File: config.mk
export PLATFORM = sky130hd
export DESIGN_NAME = fb_pixel_writer
export DESIGN_NICKNAME = d
export VERILOG_FILES = /design/src/rtl/fb_pixel_writer.sv
export SDC_FILE = /design/constraint.sdc
export NUM_CORES = 1
export LEC_CHECK = 0
export CAP_MARGIN = 30
export CORE_UTILIZATION = 40
export DETAILED_ROUTE_END_ITERATION = 10
export GPL_ROUTABILITY_DRIVEN = 0
export GPL_TIMING_DRIVEN = 0
export RECOVER_POWER = 25
export SLEW_MARGIN = 10
export SYNTH_ARGS = -nofsm -noshare
export SYNTH_HDL_FRONTEND = slang
export SYNTH_SLANG_ARGS = --single-unit
File: constraint.sdc
create_clock -name clk -period 2.8 [get_ports clk]
set_input_delay 0.42 -clock clk [delete_from_list [all_inputs] [get_ports clk]]
set_output_delay 0.42 -clock clk [all_outputs]
set_load 0.05 [all_outputs]
File: src/rtl/fb_pixel_writer.sv
// Clips draw_line pixels to the framebuffer, queues them with linear SRAM addresses, and runs a clear-screen fill.
// Optional saturating clip counter output: define FB_PIXEL_WRITER_CLIP_COUNT_EN.
module fb_pixel_writer #(
  parameter int FB_WIDTH   = 160,
  parameter int FB_HEIGHT  = 120,
  parameter int COLOR_W    = 1,
  parameter int FIFO_DEPTH = 8,
  parameter int ADDR_W     = 15
) (
  input  logic               clk,
  input  logic               rst,
  input  logic               pix_valid,
  input  logic [7:0]         pix_x,
  input  logic [6:0]         pix_y,
  input  logic [COLOR_W-1:0] pix_color,
  input  logic               clear_start,
  input  logic [COLOR_W-1:0] clear_color,
  output logic               sram_we,
  output logic [ADDR_W-1:0]  sram_addr,
  output logic [COLOR_W-1:0] sram_wdata,
  input  logic               sram_ready,
  output logic               fifo_full,
  output logic               overflow,
`ifdef FB_PIXEL_WRITER_CLIP_COUNT_EN
  output logic [15:0]        clip_count,
`endif
  output logic               busy
);

  localparam int PTR_W = $clog2(FIFO_DEPTH);
  localparam int CNT_W = PTR_W + 1;
  localparam logic [ADDR_W-1:0] LAST_ADDR = ADDR_W'(FB_WIDTH * FB_HEIGHT - 1);

  typedef enum logic {DRAW, CLEAR} state_t;

  typedef struct packed {
    logic [ADDR_W-1:0]  addr;
    logic [COLOR_W-1:0] color;
  } entry_t;

  state_t             state;
  logic               pending;
  logic [ADDR_W-1:0]  clr_addr;
  logic [COLOR_W-1:0] clr_color;

  entry_t             mem [FIFO_DEPTH];
  logic [PTR_W-1:0]   wr_ptr;
  logic [PTR_W-1:0]   rd_ptr;
  logic [CNT_W-1:0]   count;
  logic [CNT_W-1:0]   count_next;
  entry_t             head;

  logic in_range;
  logic pop;
  logic push;
  logic drop;
  logic clr_accept;
  logic clear_done;
  logic busy_next;
  entry_t new_entry;

  assign in_range  = (int'(pix_x) < FB_WIDTH) && (int'(pix_y) < FB_HEIGHT);
  assign head      = mem[rd_ptr];
  // Pops happen only in DRAW; during a fill the queued pixels wait for the fill to finish.
  assign pop       = (state == DRAW) && (count != '0) && sram_ready;
  assign push      = pix_valid && in_range && (!fifo_full || pop);
  assign drop      = pix_valid && in_range && fifo_full && !pop;
  assign clr_accept = clear_start && (state == DRAW) && !pending;
  assign clear_done = (state == CLEAR) && sram_ready && (clr_addr == LAST_ADDR);

  assign new_entry.addr  = ADDR_W'(pix_y) * ADDR_W'(FB_WIDTH) + ADDR_W'(pix_x);
  assign new_entry.color = pix_color;

  assign count_next = count + CNT_W'(push) - CNT_W'(pop);
  assign busy_next  = (count_next != '0) || ((pending || clr_accept) && !clear_done);

  // NOTE: every always_comb output gets a default first so no path leaves it unassigned (no latch).
  always_comb begin
    sram_we    = 1'b0;
    sram_addr  = '0;
    sram_wdata = '0;
    if (state == CLEAR) begin
      sram_we    = 1'b1;
      sram_addr  = clr_addr;
      sram_wdata = clr_color;
    end else if (count != '0) begin
      sram_we    = 1'b1;
      sram_addr  = head.addr;
      sram_wdata = head.color;
    end
  end

  // NOTE: the FIFO storage is not reset; the pointers and count alone define which entries are valid.
  always_ff @(posedge clk) begin
    if (push) mem[wr_ptr] <= new_entry;
  end

  // NOTE: sequential state uses non-blocking assignments so every register samples pre-edge values.
  always_ff @(posedge clk) begin
    if (rst) begin
      state     <= DRAW;
      pending   <= 1'b0;
      clr_addr  <= '0;
      clr_color <= '0;
      wr_ptr    <= '0;
      rd_ptr    <= '0;
      count     <= '0;
      fifo_full <= 1'b0;
      overflow  <= 1'b0;
      busy      <= 1'b0;
    end else begin
      count     <= count_next;
      fifo_full <= (count_next == CNT_W'(FIFO_DEPTH));
      busy      <= busy_next;
      if (push) wr_ptr <= wr_ptr + PTR_W'(1);
      if (pop)  rd_ptr <= rd_ptr + PTR_W'(1);

      if (drop)            overflow <= 1'b1;
      else if (clr_accept) overflow <= 1'b0;

      if (clr_accept) begin
        pending   <= 1'b1;
        clr_color <= clear_color;
      end

      case (state)
        DRAW: begin
          // Queued pixels drain before the fill starts.
          if (pending && count == '0) state <= CLEAR;
        end
        CLEAR: begin
          if (sram_ready) begin
            if (clr_addr == LAST_ADDR) begin
              state    <= DRAW;
              pending  <= 1'b0;
              clr_addr <= '0;
            end else begin
              clr_addr <= clr_addr + ADDR_W'(1);
            end
          end
        end
        default: state <= DRAW;
      endcase
    end
  end

`ifdef FB_PIXEL_WRITER_CLIP_COUNT_EN
  always_ff @(posedge clk) begin
    if (rst) begin
      clip_count <= '0;
    end else if (pix_valid && !in_range && clip_count != 16'hFFFF) begin
      clip_count <= clip_count + 16'd1;
    end
  end
`endif

endmodule

### Word level (Yosys, flattened, before mapping)

Memories as Yosys holds them, arrays and structs flattened. A register that Yosys moved wholly into a read port is not among the register bits.
Index checks and enable logic that the tools add are counted.

* bits in registers: 31
* memory bits (writable): 128
* input bits: 22
* output and inout bits: 20
* memories kept: 1

* add/sub/neg operators: 6
* $mul: 1
* order comparisons: 2
* equal/unequal tests: 2
* mux-type cells: 21
* bitwise gates (word level): 1
* reductions and logical operators: 25

Memory list
* mem: depth 8, bits a word 16, rd ports 1, clocked after Yosys merged registers in 1, write ports 1, line 46 `entry_t mem [FIFO_DEPTH];`

Operator list (count)
* 15-bit 2-to-1 mux: 3
* 15-bit by 1-bit adder with 15-bit output (second input constant): 1
* 15-bit by 8-bit adder with 15-bit output: 1
* 15-bit == test (second input constant): 1
* 1-bit 2-to-1 mux: 15
* 1-bit logical AND: 13
* 7-bit by 3-bit multiplier with 10-bit output (second input constant): 1
* 8-bit less-than comparator (second input constant): 1
* 4-bit nonzero test: 2
* 7-bit less-than comparator (second input constant): 1
* 3-bit by 1-bit adder with 3-bit output (second input constant): 2
* 3-bit 2-to-1 mux: 2
* 4-bit by 1-bit adder with 4-bit output: 1
* 4-bit == test (second input constant): 1
* 1-bit zero test: 4
* 4-bit zero test: 1
* 4-bit by 1-bit subtractor with 4-bit output: 1
* 1-bit logical OR: 3
* 1-bit one-hot mux with 2 select lines: 1
* 2-bit AND reduction: 1
* 2-bit nonzero test: 1
* 1-bit NOT: 1

### Longest topological paths before layout

* word-level depth: 9
* gate-level depth with buffers: 14
* mapped depth without buffers: 14

### Least setup slack after synthesis

No wires, ideal clock.

* kind: register -> register
* start point: register count[2]
* end point: memory mem[0][0] in the netlist's numbering (enable)
* library setup time: 0.430 ns
* arrival: 2.642 ns
* data required time: 2.370 ns
* path slack: -0.273 ns
* stages on the path, launching flop included: 7
* buffers on the path: 0
* clock period less this slack: 3.073 ns
* cells stage by stage: dfxtp_1 -> inv_1 -> ha_1 -> nor3b_1 -> o21ai_1 -> nand2_1 -> nor4_1

* longest elaborated chain between the ends: 7

RTL lines
* start, declared: line 49 `logic [CNT_W-1:0] count;`
* start signal, assigned: line 112 `count <= count_next;`
* 4-bit nonzero test: line 65 `assign pop = (state == DRAW) && (count != '0) && sram_ready;`
* 1-bit logical AND (2 in a row): line 65
* 1-bit logical OR: line 66 `assign push = pix_valid && in_range && (!fifo_full || pop);`
* 1-bit logical AND: line 66
* 1-bit 2-to-1 mux: line 95 `if (push) mem[wr_ptr] <= new_entry;`
* 1-bit 2-to-1 mux (not written as such): line 95
* end, declared: line 46

No other way between the ends.

### Final worst setup path

* start point: register state
* end point: output sram_we

* longest elaborated chain between the ends: 1

RTL lines
* start, declared: line 41 `state_t state;`
* start signal, assigned: line 101 `state <= DRAW;`
* start signal, assigned: line 129 `if (pending && count == '0) state <= CLEAR;`
* start signal, assigned: line 134 `state <= DRAW;`
* 1-bit 2-to-1 mux: line 82 `if (state == CLEAR) begin`
* end, declared: line 18 `output logic sram_we,`

No other way between the ends.

==> results.md <==
* Largest net degree at the start of global routing at 17
* Crit path DAT at 2280 ps
* Async SR Flop Fraction at 0
* Iter 0 DRT Violations at 235
* Total track usage at 0.1761
* Row count at 48
* Ant diodes at 0
* Via density at approximately 5.3
* Die Width at 134.8 um
* Peak supply drop at 0.6779 mV
* Post-synth cell types at 53
* Synth Instances at 467
* Final Hold Viols at 0
* Yosys reg bits at ~160
* PortBufs at 40
* Post-synthesis sequential area ratio at 0.6411
* Post-DP HPWL at between 10000 and 15000 um
* CTS Sinks at 162
* Endpoint type of the worst setup path: output port
* H-tree levels at 4
* Pwr Density at 900.0 mW/mm2
* Avg Cell Area, Syn at 15.11 um2
* RSZ-0062 raised after global routing: yes
* Period utilization at 0.9634
* Grt ovf at 0
* FILL cells at ~1400
* Clock Latency Late Sink at 430 ps
* YS warnings at 0
* Largest area contributor in the netlist: edfxtp_1
* Initial core utilization at 0.4094
* Drt pass-1 iters at 4
* Maxcap violations at 0
* Post-DRT Antenna Nets at 0
* Vias in the first global route at 4212
* Final Setup Violations at 0
* Relative slew margins at 0.4779
* Power Total at 7876 uW
* Final #Nets at 590
* Clk slew on worst S/H paths at 60 ps
* Setup TNS Final at 0 ps
* CTS max path bufs at 2
* Fin. max-slew vios at 0
* First-pass GRT wire length at between 20000 and 25000 um
* Hold buffers post-CTS at 0
* Primary FF master, synth: edfxtp_1
* Num ports at 42
* Die Area at 0.01818 mm2
* DP Area at a little under 0.008 mm2
* Ratio of cells with drive above 1 in the final layout at 0.2621
* Startpoint Class: flop
* Final Routed Wirelength at 14880 um
* Syn Nets at 513
* Wirelength per Cell at 19.02 um
* Worst Skew at slightly above 7 ps
* Post-Synthesis Cell Area at 0.007057 mm2
* CP Class: reg2out
* Run status: finished, final reports clean
* Post-synth EDFFs at around 130
* Max FO, Critical Path at 10
* Minimum clock period at 2697 ps
* Core area at between 0.015 and 0.02 mm2
* P&R area growth vs syn at 24.01%
* Yosys top cell area share at 0.5447
* TritonCTS Buffers at 17
* Initial antenna violation count at 0
* Clock root cell: clkbuf_16
* Largest cells by area after synthesis: edfxtp_1 (54%), mux4_2 (10%), dfxtp_1 (9.6%)
* Residual DRC at 0
* Post-route cell area at slightly below 0.009 mm2
* Total vias in the final route at 4134
* Die extent in y at 134.8 um
* Leakage at slightly below 0.003 uW
* Min Hold Slack at 415.7 ps
* WP data required at 2380 ps
* Worst min-delay path category: in2reg
* Max Fclk at 370.7 MHz
* TritonCTS clock tree: yes
* Worst Tran Pin Value at approximately 780 ps
==> worst max-delay path, stage by stage, from the launching register on <==
cell             delay [ps]
dfxtp_1                 480
clkbuf_1                410
nand2b_1                170
clkdlybuf4s50_1         790
==> synthesized netlist by cell type, drive strengths merged, types with 3 or more instances <==
master,n
nand2b,6
nand3,8
clkbuf,7
nor2,30
buf,10
nand2,31
o21ai,31
a21oi,16
nor3b,3
edfxtp,128
and4,3
xor2,12
xnor2,7
or3,4
inv,13
nor3,6
dfxtp,34
mux2i,17
nand4,7
and2,4
ha,21
nor2b,5
fa,3
mux4,32
==> routing by layer <==
metal / GRT usage / vias to the layer above / wire length (um)
met5: 0 / - / 0
met4: 0.07740 / 0 / 303
met3: 0.03641 / 20 / 585
met2: 0.2947 / 91 / 7318
met1: 0.2213 / 2070 / 6668
li1: - / 1953 / -
==> cell families (layout without fill, tap and decap cells) <==
logic type	Yosys count	count (layout)	synth area share
mux	50	50	0.1278
fa+ha+maj	24	24	0.04574
flops	162	162	0.6411
buf+inv	30	120	0.01808
xor+xnor	20	20	0.02677
simple gates	118	118	0.08546
compound gates	63	63	0.05497
==> cells in the final DEF, fill, tap and decap left out, types with 3 or more instances in the layout <==
cell,n
inv_1,13
o21ai_1,20
o21ai_0,9
mux2i_1,9
dlygate4sd2_1,4
xor2_1,11
xnor2_1,6
a21oi_1,15
nand3_1,8
buf_8,6
buf_2,10
nor3_2,4
nand2b_1,5
clkbuf_16,17
mux4_2,32
dfxtp_1,33
clkdlybuf4s50_1,15
and2_1,4
nor2b_1,5
mux2i_2,8
clkbuf_1,6
ha_1,19
nand2_1,30
edfxtp_1,128
nand4_1,7
clkbuf_4,3
nor2_1,26
bufinv_16,4
dlygate4sd3_1,6
buf_6,4
buf_4,13
clkdlybuf4s15_2,6
nor2_2,4
and4_1,3
or3_1,4
clkinvlp_4,4
==> metrics by stage <==
stage	std cells	worst slack, ps	utilization
3_5_place_dp	743	-1074	0.4593
6_report	782	102.6	0.5077
4_1_cts	778	2.236	0.5038
5_1_grt	782	-26.94	0.5077
2_1_floorplan	467	4.231	-
3_3_place_gp	732	-1978	0.4500
==> registers in the layout (all words and copies together) (netlist names), named ones only <==
signal,flops
busy,1
count,4
clr_color,1
overflow,1
state,1
fifo_full,1
rd_ptr,3
clr_addr,15
pending,1
wr_ptr,3
mem,128
==> where the power goes <==
part | internal (uW) | leakage (uW) | switching [uW]
Combinational | 1010 | 0.00122 | 1560
Clock | 1490 | 0.000287 | 939
Sequential | 2780 | 0.00144 | 88.0
Total | 5290 | 0.00294 | 2590
==> area by class of cell <==
cell class | count | area, um2 | area share
inverter | 13 | 48.80 | 0.005576
clock inverter | 13 | 185.2 | 0.02116
sequential | 162 | 4528 | 0.5174
buffer | 15 | 103.9 | 0.01187
multi-input combinational | 275 | 2606 | 0.2978
tap | 225 | 281.5 | 0.03217
timing repair buffer | 60 | 564.3 | 0.06448
clock buffer | 19 | 432.9 | 0.04947
==> timing repair <==
action / 4_1_cts / 5_1_grt
pin swaps: 6 / 9
buffers inserted: 5 / 4
endpoints found under the setup margin: 88 / 49
gates resized for setup: 70 / 40
==> final timing paths <==
| path | from | end | slack [ps] | cells past startpoint |
|---|---|---|---|---|
| min | rst | count[0] | 420 | 2 |
| max | state | sram_we | 100 | 3 |
| max reg2reg | count[2] | busy | 140 | 14 |
| min reg2reg | clr_color | clr_color | 490 | 2 |
Power figures use the tool's default switching activity.
